==> src/rtl/nibble_stepper_pkg.sv <==
`default_nettype none
// ============================================================================
// Module      : nibble_stepper_pkg
// Description : FSM encoding, step directions and wrap classification shared
//               by the nibble stepper.
// Revision    : 1.0 - initial release
// ============================================================================
package nibble_stepper_pkg;

    localparam logic [1:0] c_st_idle    = 2'd0;
    localparam logic [1:0] c_st_hold    = 2'd1;
    localparam logic [1:0] c_st_repeat  = 2'd2;
    localparam logic [1:0] c_st_lockout = 2'd3;

    localparam logic c_dir_up = 1'b1;
    localparam logic c_dir_dn = 1'b0;

    typedef enum logic [1:0] {
        ST_IDLE    = c_st_idle,
        ST_HOLD    = c_st_hold,
        ST_REPEAT  = c_st_repeat,
        ST_LOCKOUT = c_st_lockout
    } state_t;

    // Unsigned wraps at 15<->0, the two's-complement view at +7<->-8.
    function automatic logic is_wrap(input logic [3:0] v, input logic up,
                                     input logic signed_mode);
        logic [3:0] w_edge;
        w_edge = signed_mode ? (up ? 4'd7 : 4'd8) : (up ? 4'd15 : 4'd0);
        return v == w_edge;
    endfunction

endpackage
`default_nettype wire

==> src/rtl/nibble_stepper_btn_debounce.sv <==
`default_nettype none
// ============================================================================
// Module      : btn_debounce
// Description : Synchronizes an active-low button, debounces it and emits a
//               single-cycle press pulse on each accepted press.
// Revision    : 1.0 - initial release
// ============================================================================
module btn_debounce #(
    parameter int DEBOUNCE_CYCLES = 1000000
) (
    input  logic clk,
    input  logic rst_n,
    input  logic raw_n,
    output logic level,
    output logic press
);

    localparam int c_cnt_w = $clog2(DEBOUNCE_CYCLES + 1);

    logic               r_sync1;
    logic               r_sync2;
    logic               r_level;
    logic               r_press;
    logic [c_cnt_w-1:0] r_cnt;
    logic               w_pressed;
    logic               w_flip;

    assign w_pressed = ~r_sync2;
    assign w_flip    = (w_pressed != r_level) && (r_cnt == c_cnt_w'(DEBOUNCE_CYCLES - 1));

    // Synchronizer idles high so a held button reads as released after reset.
    always_ff @(posedge clk or negedge rst_n) begin
        if (!rst_n) begin
            r_sync1 <= 1'b1;
            r_sync2 <= 1'b1;
            r_level <= 1'b0;
            r_press <= 1'b0;
            r_cnt   <= '0;
        end else begin
            r_sync1 <= raw_n;
            r_sync2 <= r_sync1;
            r_press <= w_flip && !r_level;
            if (w_pressed == r_level || w_flip) begin
                r_cnt <= '0;
            end else begin
                r_cnt <= r_cnt + 1'b1;
            end
            if (w_flip) begin
                r_level <= ~r_level;
            end
        end
    end

    assign level = r_level;
    assign press = r_press;

endmodule
`default_nettype wire

==> src/rtl/nibble_stepper.sv <==
`default_nettype none
// ============================================================================
// Module      : nibble_stepper
// Description : Pushbutton up/down nibble stepper with auto-repeat, signed
//               mode select and wrap-crossing pulse.
// Revision    : 1.0 - initial release
// ============================================================================
module nibble_stepper
    import nibble_stepper_pkg::*;
#(
    parameter int DEBOUNCE_CYCLES = 1000000,
    parameter int REPEAT_DELAY    = 25000000,
    parameter int REPEAT_PERIOD   = 5000000
) (
    input  logic       clk,
    input  logic       rst_n,
    input  logic       btn_up_n,
    input  logic       btn_dn_n,
    input  logic       sw_signed,
    output logic [3:0] value,
    output logic       negselect,
    output logic       wrap
);

    localparam int c_timer_max = (REPEAT_DELAY > REPEAT_PERIOD) ? REPEAT_DELAY : REPEAT_PERIOD;
    localparam int c_timer_w   = $clog2(c_timer_max + 1);

    logic                 w_up_level, w_up_press;
    logic                 w_dn_level, w_dn_press;
    logic                 r_sw_sync1, r_sw_sync2, r_negselect;
    state_t               r_state, w_state_nxt;
    logic                 r_dir, w_dir_nxt;
    logic [c_timer_w-1:0] r_timer, w_load_val;
    logic                 w_load;
    logic                 w_step, w_step_up;
    logic                 w_own, w_other;
    logic [3:0]           r_value;
    logic                 r_wrap;

    btn_debounce #(.DEBOUNCE_CYCLES(DEBOUNCE_CYCLES)) u_db_up (
        .clk   (clk),
        .rst_n (rst_n),
        .raw_n (btn_up_n),
        .level (w_up_level),
        .press (w_up_press)
    );

    btn_debounce #(.DEBOUNCE_CYCLES(DEBOUNCE_CYCLES)) u_db_dn (
        .clk   (clk),
        .rst_n (rst_n),
        .raw_n (btn_dn_n),
        .level (w_dn_level),
        .press (w_dn_press)
    );

    assign w_own   = (r_dir == c_dir_up) ? w_up_level : w_dn_level;
    assign w_other = (r_dir == c_dir_up) ? w_dn_level : w_up_level;

    always_comb begin
        w_state_nxt = r_state;
        w_dir_nxt   = r_dir;
        w_step      = 1'b0;
        w_step_up   = r_dir;
        w_load      = 1'b0;
        w_load_val  = '0;
        case (r_state)
            ST_IDLE: begin
                if (w_up_press && w_dn_press) begin
                    w_state_nxt = ST_LOCKOUT;
                end else if (w_up_press || w_dn_press) begin
                    w_step      = 1'b1;
                    w_step_up   = w_up_press ? c_dir_up : c_dir_dn;
                    w_dir_nxt   = w_step_up;
                    w_load      = 1'b1;
                    w_load_val  = c_timer_w'(REPEAT_DELAY - 1);
                    w_state_nxt = ST_HOLD;
                end
            end
            ST_HOLD, ST_REPEAT: begin
                // A conflicting press or release wins over a due repeat step.
                if (w_other) begin
                    w_state_nxt = ST_LOCKOUT;
                end else if (!w_own) begin
                    w_state_nxt = ST_IDLE;
                end else if (r_timer == '0) begin
                    w_step      = 1'b1;
                    w_load      = 1'b1;
                    w_load_val  = c_timer_w'(REPEAT_PERIOD - 1);
                    w_state_nxt = ST_REPEAT;
                end
            end
            ST_LOCKOUT: begin
                if (!w_up_level && !w_dn_level) begin
                    w_state_nxt = ST_IDLE;
                end
            end
            default: w_state_nxt = ST_IDLE;
        endcase
    end

    always_ff @(posedge clk or negedge rst_n) begin
        if (!rst_n) begin
            r_state     <= ST_IDLE;
            r_dir       <= c_dir_up;
            r_timer     <= '0;
            r_value     <= 4'd0;
            r_wrap      <= 1'b0;
            r_sw_sync1  <= 1'b0;
            r_sw_sync2  <= 1'b0;
            r_negselect <= 1'b0;
        end else begin
            r_state     <= w_state_nxt;
            r_dir       <= w_dir_nxt;
            r_sw_sync1  <= sw_signed;
            r_sw_sync2  <= r_sw_sync1;
            r_negselect <= r_sw_sync2;
            if (w_load) begin
                r_timer <= w_load_val;
            end else if (r_timer != '0) begin
                r_timer <= r_timer - 1'b1;
            end
            r_wrap <= w_step && is_wrap(r_value, w_step_up, r_negselect);
            if (w_step) begin
                r_value <= w_step_up ? r_value + 4'd1 : r_value - 4'd1;
            end
        end
    end

    assign value     = r_value;
    assign negselect = r_negselect;
    assign wrap      = r_wrap;

endmodule
`default_nettype wire
==> config.mk <==
export PLATFORM = sky130hd
export DESIGN_NAME = nibble_stepper
export DESIGN_NICKNAME = d
export VERILOG_FILES = /design/src/rtl/nibble_stepper_pkg.sv /design/src/rtl/nibble_stepper_btn_debounce.sv /design/src/rtl/nibble_stepper.sv
export SDC_FILE = /design/constraint.sdc
export NUM_CORES = 1
export LEC_CHECK = 0
export CORE_ASPECT_RATIO = 1.1
export CORE_UTILIZATION = 65
export DETAILED_ROUTE_END_ITERATION = 12
export PLACE_DENSITY = 0.83
export SYNTH_ARGS = -nofsm -noshare
export SYNTH_HDL_FRONTEND = slang
export SYNTH_SLANG_ARGS = --single-unit
==> constraint.sdc <==
create_clock -name clk -period 6.6 [get_ports clk]
set_input_delay 1.98 -clock clk [delete_from_list [all_inputs] [get_ports clk]]
set_output_delay 1.98 -clock clk [all_outputs]
set_load 0.02 [all_outputs]
==> flow_summary.ini, run 1 <==
[final_layout]
final_layout_size_suffix_gt1_share_pct = 8.45
final_area_um2 = 4570
diodes = 0
num-fill-cells = 477
mostFrequentLayoutCell = sky130_fd_sc_hd__dfrtp_1
final_net_count = 451
most-common-layout-cells = sky130_fd_sc_hd__dfrtp_1, sky130_fd_sc_hd__nor2_1, sky130_fd_sc_hd__nand2_1
syn_to_final_growth_pct = 7.70

[cts]
cts.sink_count = 84
count_of_buffers_added_by_post_cts_timing_repair_for_setup = 0
htree_levels = 3
post_cts.resized_instances = 0
cts-root-buf = sky130_fd_sc_hd__clkbuf_8
postCtsHoldBufs = 0
tritoncts = yes
clock_latency_ns = 0.35
cts_buffers = 9
clock_transition_at_the_register_clock_pins_on_the_worst_setup_and_hold_paths_after_cts_ns = 0.08
clk_path_buf_depth = 2

[floorplan]
floorplan.core_area_um2 = 6230
fp.dieH_um = 86.7
rows = 30
dieArea_um2 = 6850
initial_util_pct = 68.1
ios = 11
chipWidth_um = 79.0

[timing]
upper_clock_frequency_limit_ghz = 0.289
drv_slew = 0
timing.final.crit_share_pct = 52.4
slew_of_the_pin_with_the_lowest_slew_margin_ns = 1.02
timing.slew.headroom_pct = 32.2
fin_worst_skew_ns = 0.00613
timing.final.setup_violations = 0
timing.setup.tns_ns = 0
grt_setup_unrepaired = no
finalWorstPathRequiredPeriod_ns = 3.46
timing_hold_violations_final = 0

[grt]
antenna_found_initial = 0
grt-ovfl-total = 0
grt.total_usage_pct = 27.2
grt_start_max_net_pins = 85
first_global_vias = 3220
grt_first_pass_wirelength_um = 14400

[place]
detailedPlacementHpwl_um = 5490
placed_inst_area_um2 = 4390
port_buffers = 10
place_congestion = 0.862

[routing]
via_per_inst = 6.14
wl_per_cell_um = 15.8
ant_nets = 0
total_detailed_routing_wirelength_um = 8170
drcViolationCount = 0
drt-pass1-iter-count = 4
dr_total_vias = 3180
initial_drt_markers = 197

[synthesis]
synthCells = 423
synthesis.nets = 441
synthesis.yosys.warnings = 0
syn_area_um2 = 4240
edff_count_synth = 0
synthesis.area_per_instance_um2 = 10.0
async_s_r_ff_share_synth_pct = 100
synth.distinct_cells = 54
post_synthesis_sequential_element_count = 84
synth.yosys.seq_area_share_pct = 49.7
synth-main-ff-cell = sky130_fd_sc_hd__dfrtp_1

[run_status]
run_status = complete, no violations

[worst_setup_path]
arrival_ns = 1.48
cp-end-kind = output pin
worst-path-buf-inv = 1
critical_path.top_delay_family = buffers and inverters
start_kind = flop
critical_path_class = reg -> out
required_time_at_the_endpoint_of_the_critical_path_ns = 4.62
cp_max_fo = 6
crit_path_cell_trace = clkdlybuf4s50_1
crit_path_top_delay_cell = sky130_fd_sc_hd__clkdlybuf4s50_1
worst_path_largest_cell_delay_ns = 0.65

[flow_run]
cap_viol_max_count = 0

[worst_hold_path]
min_path_type = reg -> reg

[power_and_ir_drop]
power.density_cell_area_nw_per_um2 = 193
leakage_nw = 2.10
vdd_drop_max_mv = 0.117
==> Yosys cell counts, types with 2 or more instances <==
cell	instances	area share, %
sky130_fd_sc_hd__dfrtp_1	79	47
sky130_fd_sc_hd__o311ai_1	2	0.41
sky130_fd_sc_hd__o31ai_1	6	1.1
sky130_fd_sc_hd__and4_1	3	0.62
sky130_fd_sc_hd__mux2_2	3	0.80
sky130_fd_sc_hd__nor3_1	18	2.1
sky130_fd_sc_hd__xor2_1	26	5.4
sky130_fd_sc_hd__nand4_1	7	1.0
sky130_fd_sc_hd__or4_1	4	0.71
sky130_fd_sc_hd__or3_1	5	0.74
sky130_fd_sc_hd__a211oi_1	5	0.88
sky130_fd_sc_hd__a21oi_1	13	1.5
sky130_fd_sc_hd__nand2_1	30	2.7
sky130_fd_sc_hd__mux2i_1	5	1.2
sky130_fd_sc_hd__ha_1	12	3.5
sky130_fd_sc_hd__a31oi_1	3	0.44
sky130_fd_sc_hd__and3_1	9	1.3
sky130_fd_sc_hd__nor4_1	7	1.0
sky130_fd_sc_hd__or2_2	5	0.74
sky130_fd_sc_hd__nand2b_1	2	0.29
sky130_fd_sc_hd__and2_1	2	0.29
sky130_fd_sc_hd__nor2_1	64	5.7
sky130_fd_sc_hd__xnor2_1	24	5.0
sky130_fd_sc_hd__nand3_1	18	2.1
sky130_fd_sc_hd__a21o_1	2	0.35
sky130_fd_sc_hd__dfstp_2	5	3.1
sky130_fd_sc_hd__o311ai_0	2	0.41
sky130_fd_sc_hd__nor3b_1	2	0.35
sky130_fd_sc_hd__o21ai_0	14	1.7
sky130_fd_sc_hd__nor4b_1	4	0.83
sky130_fd_sc_hd__inv_1	10	0.88
sky130_fd_sc_hd__nand4b_1	3	0.62
sky130_fd_sc_hd__clkbuf_1	8	0.71
==> per-layer routing <==
layer | share of wire, % | vias up | GRT usage, %
met5 | 0 | - | 0
met4 | 2.0 | 0 | 12.6
met3 | 3.3 | 17 | 4.53
met2 | 51 | 70 | 46.9
met1 | 43 | 1581 | 33.5
li1 | - | 1512 | -
==> sequential cells by signal, indices dropped and copies added (netlist names), 2 cells and up <==
| register | flops |
|---|---|
| r_state | 2 |
| r_timer | 25 |
| u_db_dn.r_cnt | 20 |
| u_db_up.r_cnt | 20 |
| value | 4 |
==> final timing paths <==
path                        startpoint           to  slack (ns)  cells after the start
min in group asynchronous        rst_n     value[0]        1.79                      1
max                           value[0]     value[0]        3.14                      1
min                         r_sw_sync1   r_sw_sync2        0.35                      0
max reg2reg                r_timer[18]  r_timer[18]        3.58                      5
max in group asynchronous        rst_n   r_state[1]        4.15                      1
min reg2reg                 r_sw_sync1   r_sw_sync2        0.35                      0
==> where the power goes <==
| part | total, mW | internal (mW) | switching [mW] |
|---|---|---|---|
| combinational | 0.0228 | 0.00605 | 0.0167 |
| clock | 0.336 | 0.168 | 0.168 |
| sequential | 0.525 | 0.520 | 0.00432 |
| total | 0.884 | 0.694 | 0.190 |
==> logic make-up after synthesis <==
group,share of synthesized area (%)
compound gates,8.20
flops,49.7
xor+xnor,10.3
fa+ha+maj,4.01
buf+inv,2.12
mux,1.98
simple gates,23.7
==> stage by stage <==
step | util (%) | total power [mW] | setup WS [ns] | hold slack [ns] | std cells
floorplan | - | 0.542 | 4.10 | 0.331 | 423
global placement | 70.4 | 0.557 | 3.54 | 0.335 | 502
detailed placement | 70.4 | 0.558 | 3.52 | 0.336 | 502
CTS | 73.3 | 0.892 | 3.13 | 0.354 | 518
global route | 73.3 | 0.917 | 3.09 | 0.361 | 518
finish | 73.3 | 0.884 | 3.14 | 0.347 | 518
==> final cells by class <==
type | instances | area [um2] | area share (%)
sequential | 84 | 2110 | 46.1
multi-input combinational | 318 | 2040 | 44.7
clock buffer | 15 | 176 | 3.86
clock inverter | 1 | 5.00 | 0.110
timing repair buffer | 10 | 97.6 | 2.14
inverter | 10 | 37.5 | 0.821
tap | 80 | 100 | 2.19
Note: power is estimated with default switching activity, not from simulation.
==> run 2, diff against run 1 <==
--- a/config.mk
+++ b/config.mk
@@ -6,9 +6,9 @@
 export NUM_CORES = 1
 export LEC_CHECK = 0
 export CORE_ASPECT_RATIO = 1.1
-export CORE_UTILIZATION = 65
+export CORE_UTILIZATION = 62
 export DETAILED_ROUTE_END_ITERATION = 12
-export PLACE_DENSITY = 0.83
+export PLACE_DENSITY = 0.8
 export SYNTH_ARGS = -nofsm -noshare
 export SYNTH_HDL_FRONTEND = slang
 export SYNTH_SLANG_ARGS = --single-unit
==> constraint.sdc (replaced) <==
create_clock -name clk -period 3.6 [get_ports clk]
set_input_delay 1.08 -clock clk [delete_from_list [all_inputs] [get_ports clk]]
set_output_delay 1.08 -clock clk [all_outputs]
set_load 0.02 [all_outputs]
==> run 2 against run 1 <==
Clock skew increased by 0.010 ns. Total power increased by 85%. Cell count increased by 0.58%. Core utilization decreased by 3.9 points. Die area increased by 4.7%. First-iteration DRC count decreased by 14%. Final area increased by 0.25%. Worst hold slack improved by 0.013 ns. Clock power increased by 88%. Count of clock-buffer cells in the layout decreased by 6. Critical endpoint is now r_timer[18]. Setup slack got worse by 2.5 ns. Critical path depth increased by 4.
==> flow_summary.ini, run 2 (synthesis results as in run 1) <==
[place]
placed_inst_area_um2 = 4400
port_buffers = 10
detailedPlacementHpwl_um = 5210
place_congestion = 0.889
placed_instances = 505

[routing]
initial_drt_markers = 170
total_detailed_routing_wirelength_um = 7820
drcViolationCount = 0
dr_total_vias = 3089
via_per_inst = 5.93
wl_per_cell_um = 15.0
drt-pass1-iter-count = 5
ant_nets = 0

[cts]
cts_buffers = 9
clk_path_buf_depth = 2
clock_latency_ns = 0.36
postCtsHoldBufs = 0
clock_transition_at_the_register_clock_pins_on_the_worst_setup_and_hold_paths_after_cts_ns = 0.09
tritoncts = yes
count_of_buffers_added_by_post_cts_timing_repair_for_setup = 0
cts.sink_count = 84
post_cts.resized_instances = 0
htree_levels = 3
cts-root-buf = sky130_fd_sc_hd__clkbuf_8

[floorplan]
floorplan.core_area_um2 = 6590
chipWidth_um = 80.9
dieArea_um2 = 7180
rows = 31
ios = 11
fp.dieH_um = 88.8
initial_util_pct = 64.3

[flow_run]
cap_viol_max_count = 0

[power_and_ir_drop]
seq_power_share_pct = 58.9
share_clk_of_total_power_pct = 38.6
report.power.total_mw = 1.63
p_int_mw = 1.23
power_switching_share_pct = 24.9
power.density_cell_area_nw_per_um2 = 356
power.net_switching_uw = 406
leakage_nw = 2.10
comb_power_share_pct = 2.5
vdd_drop_max_mv = 0.237

[final_layout]
most-common-layout-cells = sky130_fd_sc_hd__dfrtp_1, sky130_fd_sc_hd__nor2_1, sky130_fd_sc_hd__nand2_1
largest_registers = r_timer: 25 flops, u_db_dn.r_cnt: 20 flops, u_db_up.r_cnt: 20 flops
diodes = 0
mostFrequentLayoutCell = sky130_fd_sc_hd__dfrtp_1
final_net_count = 452
syn_to_final_growth_pct = 7.96
final_layout_size_suffix_gt1_share_pct = 9.34
flip_flop_count_of_the_largest_register_all_copies_and_words_added = 25
number_of_cells_in_the_finished_layout_apart_from_fillers = 521
max_flop_register = r_timer
final_area_um2 = 4580

[run_status]
run_status = complete, no violations

[timing]
fin_worst_skew_ns = 0.0163
timing_hold_violations_final = 0
timing.slew.headroom_pct = 32.0
upper_clock_frequency_limit_ghz = 0.337
slew_of_the_pin_with_the_lowest_slew_margin_ns = 1.02
timing.setup.tns_ns = 0
grt_setup_unrepaired = no
finalWorstPathRequiredPeriod_ns = 2.97
timing.final.crit_share_pct = 82.5
timing.final.setup_violations = 0
drv_slew = 0
hold-worst-slack_ns = 0.360

[worst_setup_path]
cp_max_fo = 22
start_kind = flop
crit_path_cell_trace = nor4_1 > or4b_4 > nor2_2 > nor2_1 > o311ai_0
worst_path_largest_cell_delay_ns = 0.68
required_time_at_the_endpoint_of_the_critical_path_ns = 3.83
crit_path_top_delay_cell = sky130_fd_sc_hd__nor4_1
worst-r2r-setup-slack_ns = 0.63
cp-end-kind = flop
critical_path_class = reg -> reg
arrival_ns = 3.20

[grt]
grt.total_usage_pct = 25.2
grt_start_max_net_pins = 85
grt_first_pass_wirelength_um = 13800
antenna_found_initial = 0
grt-ovfl-total = 0
first_global_vias = 3137

[worst_hold_path]
min_path_type = reg -> reg
run 2: worst paths after layout:
path | end | cells after the start | from
worst max-delay path | r_timer[18] | 5 | r_timer[18]
max in group asynchronous | u_db_up.r_cnt[14] | 1 | rst_n
min in group asynchronous | value[1] | 1 | rst_n
worst min register to register | u_db_dn.r_sync2 | 0 | u_db_dn.r_sync1
worst max register to register | r_timer[18] | 5 | r_timer[18]
worst min-delay path | u_db_dn.r_sync2 | 0 | u_db_dn.r_sync1
run 2: routing by layer:
layer / track usage (%) / vias up / part of all wire (%)
met5: 0 / - / 0
met4: 12.7 / 0 / 1.9
met3: 4.12 / 13 / 3.4
met2: 42.2 / 72 / 49
met1: 31.5 / 1503 / 45
li1: - / 1501 / -
run 2: worst max-delay path, delay by kind of cell (launching register included):
kind | cells | cell delay [ns]
compound gates | 1 | 0.36
flops | 1 | 0.44
simple gates | 4 | 2.05
run 2: final cells by class:
cell class / instances / area, um2
inverter: 10 / 37.5
clock inverter: 7 / 58.8
fill: 494 / 2010
tap: 82 / 103
sequential: 84 / 2110
clock buffer: 9 / 124
timing repair buffer: 11 / 105
multi-input combinational: 318 / 2040
run 2: power by group through the flow:
stage | Combinational [mW] | Clock, mW | Sequential, mW
final | 0.0402 | 0.631 | 0.962
after global routing | 0.0474 | 0.678 | 0.963
after CTS | 0.0422 | 0.643 | 0.962
after detailed placement | 0.0422 | 0 | 0.980
after global placement | 0.0407 | 0 | 0.980
after floorplan | 0.0148 | 0 | 0.979
run 2: stage by stage:
step | setup WS [ns] | utilization [%]
after global routing | 0.374 | 69.5
after floorplan | 1.11 | -
after global placement | 0.913 | 66.7
after detailed placement | 0.744 | 66.7
final | 0.631 | 69.5
after CTS | 0.636 | 69.5
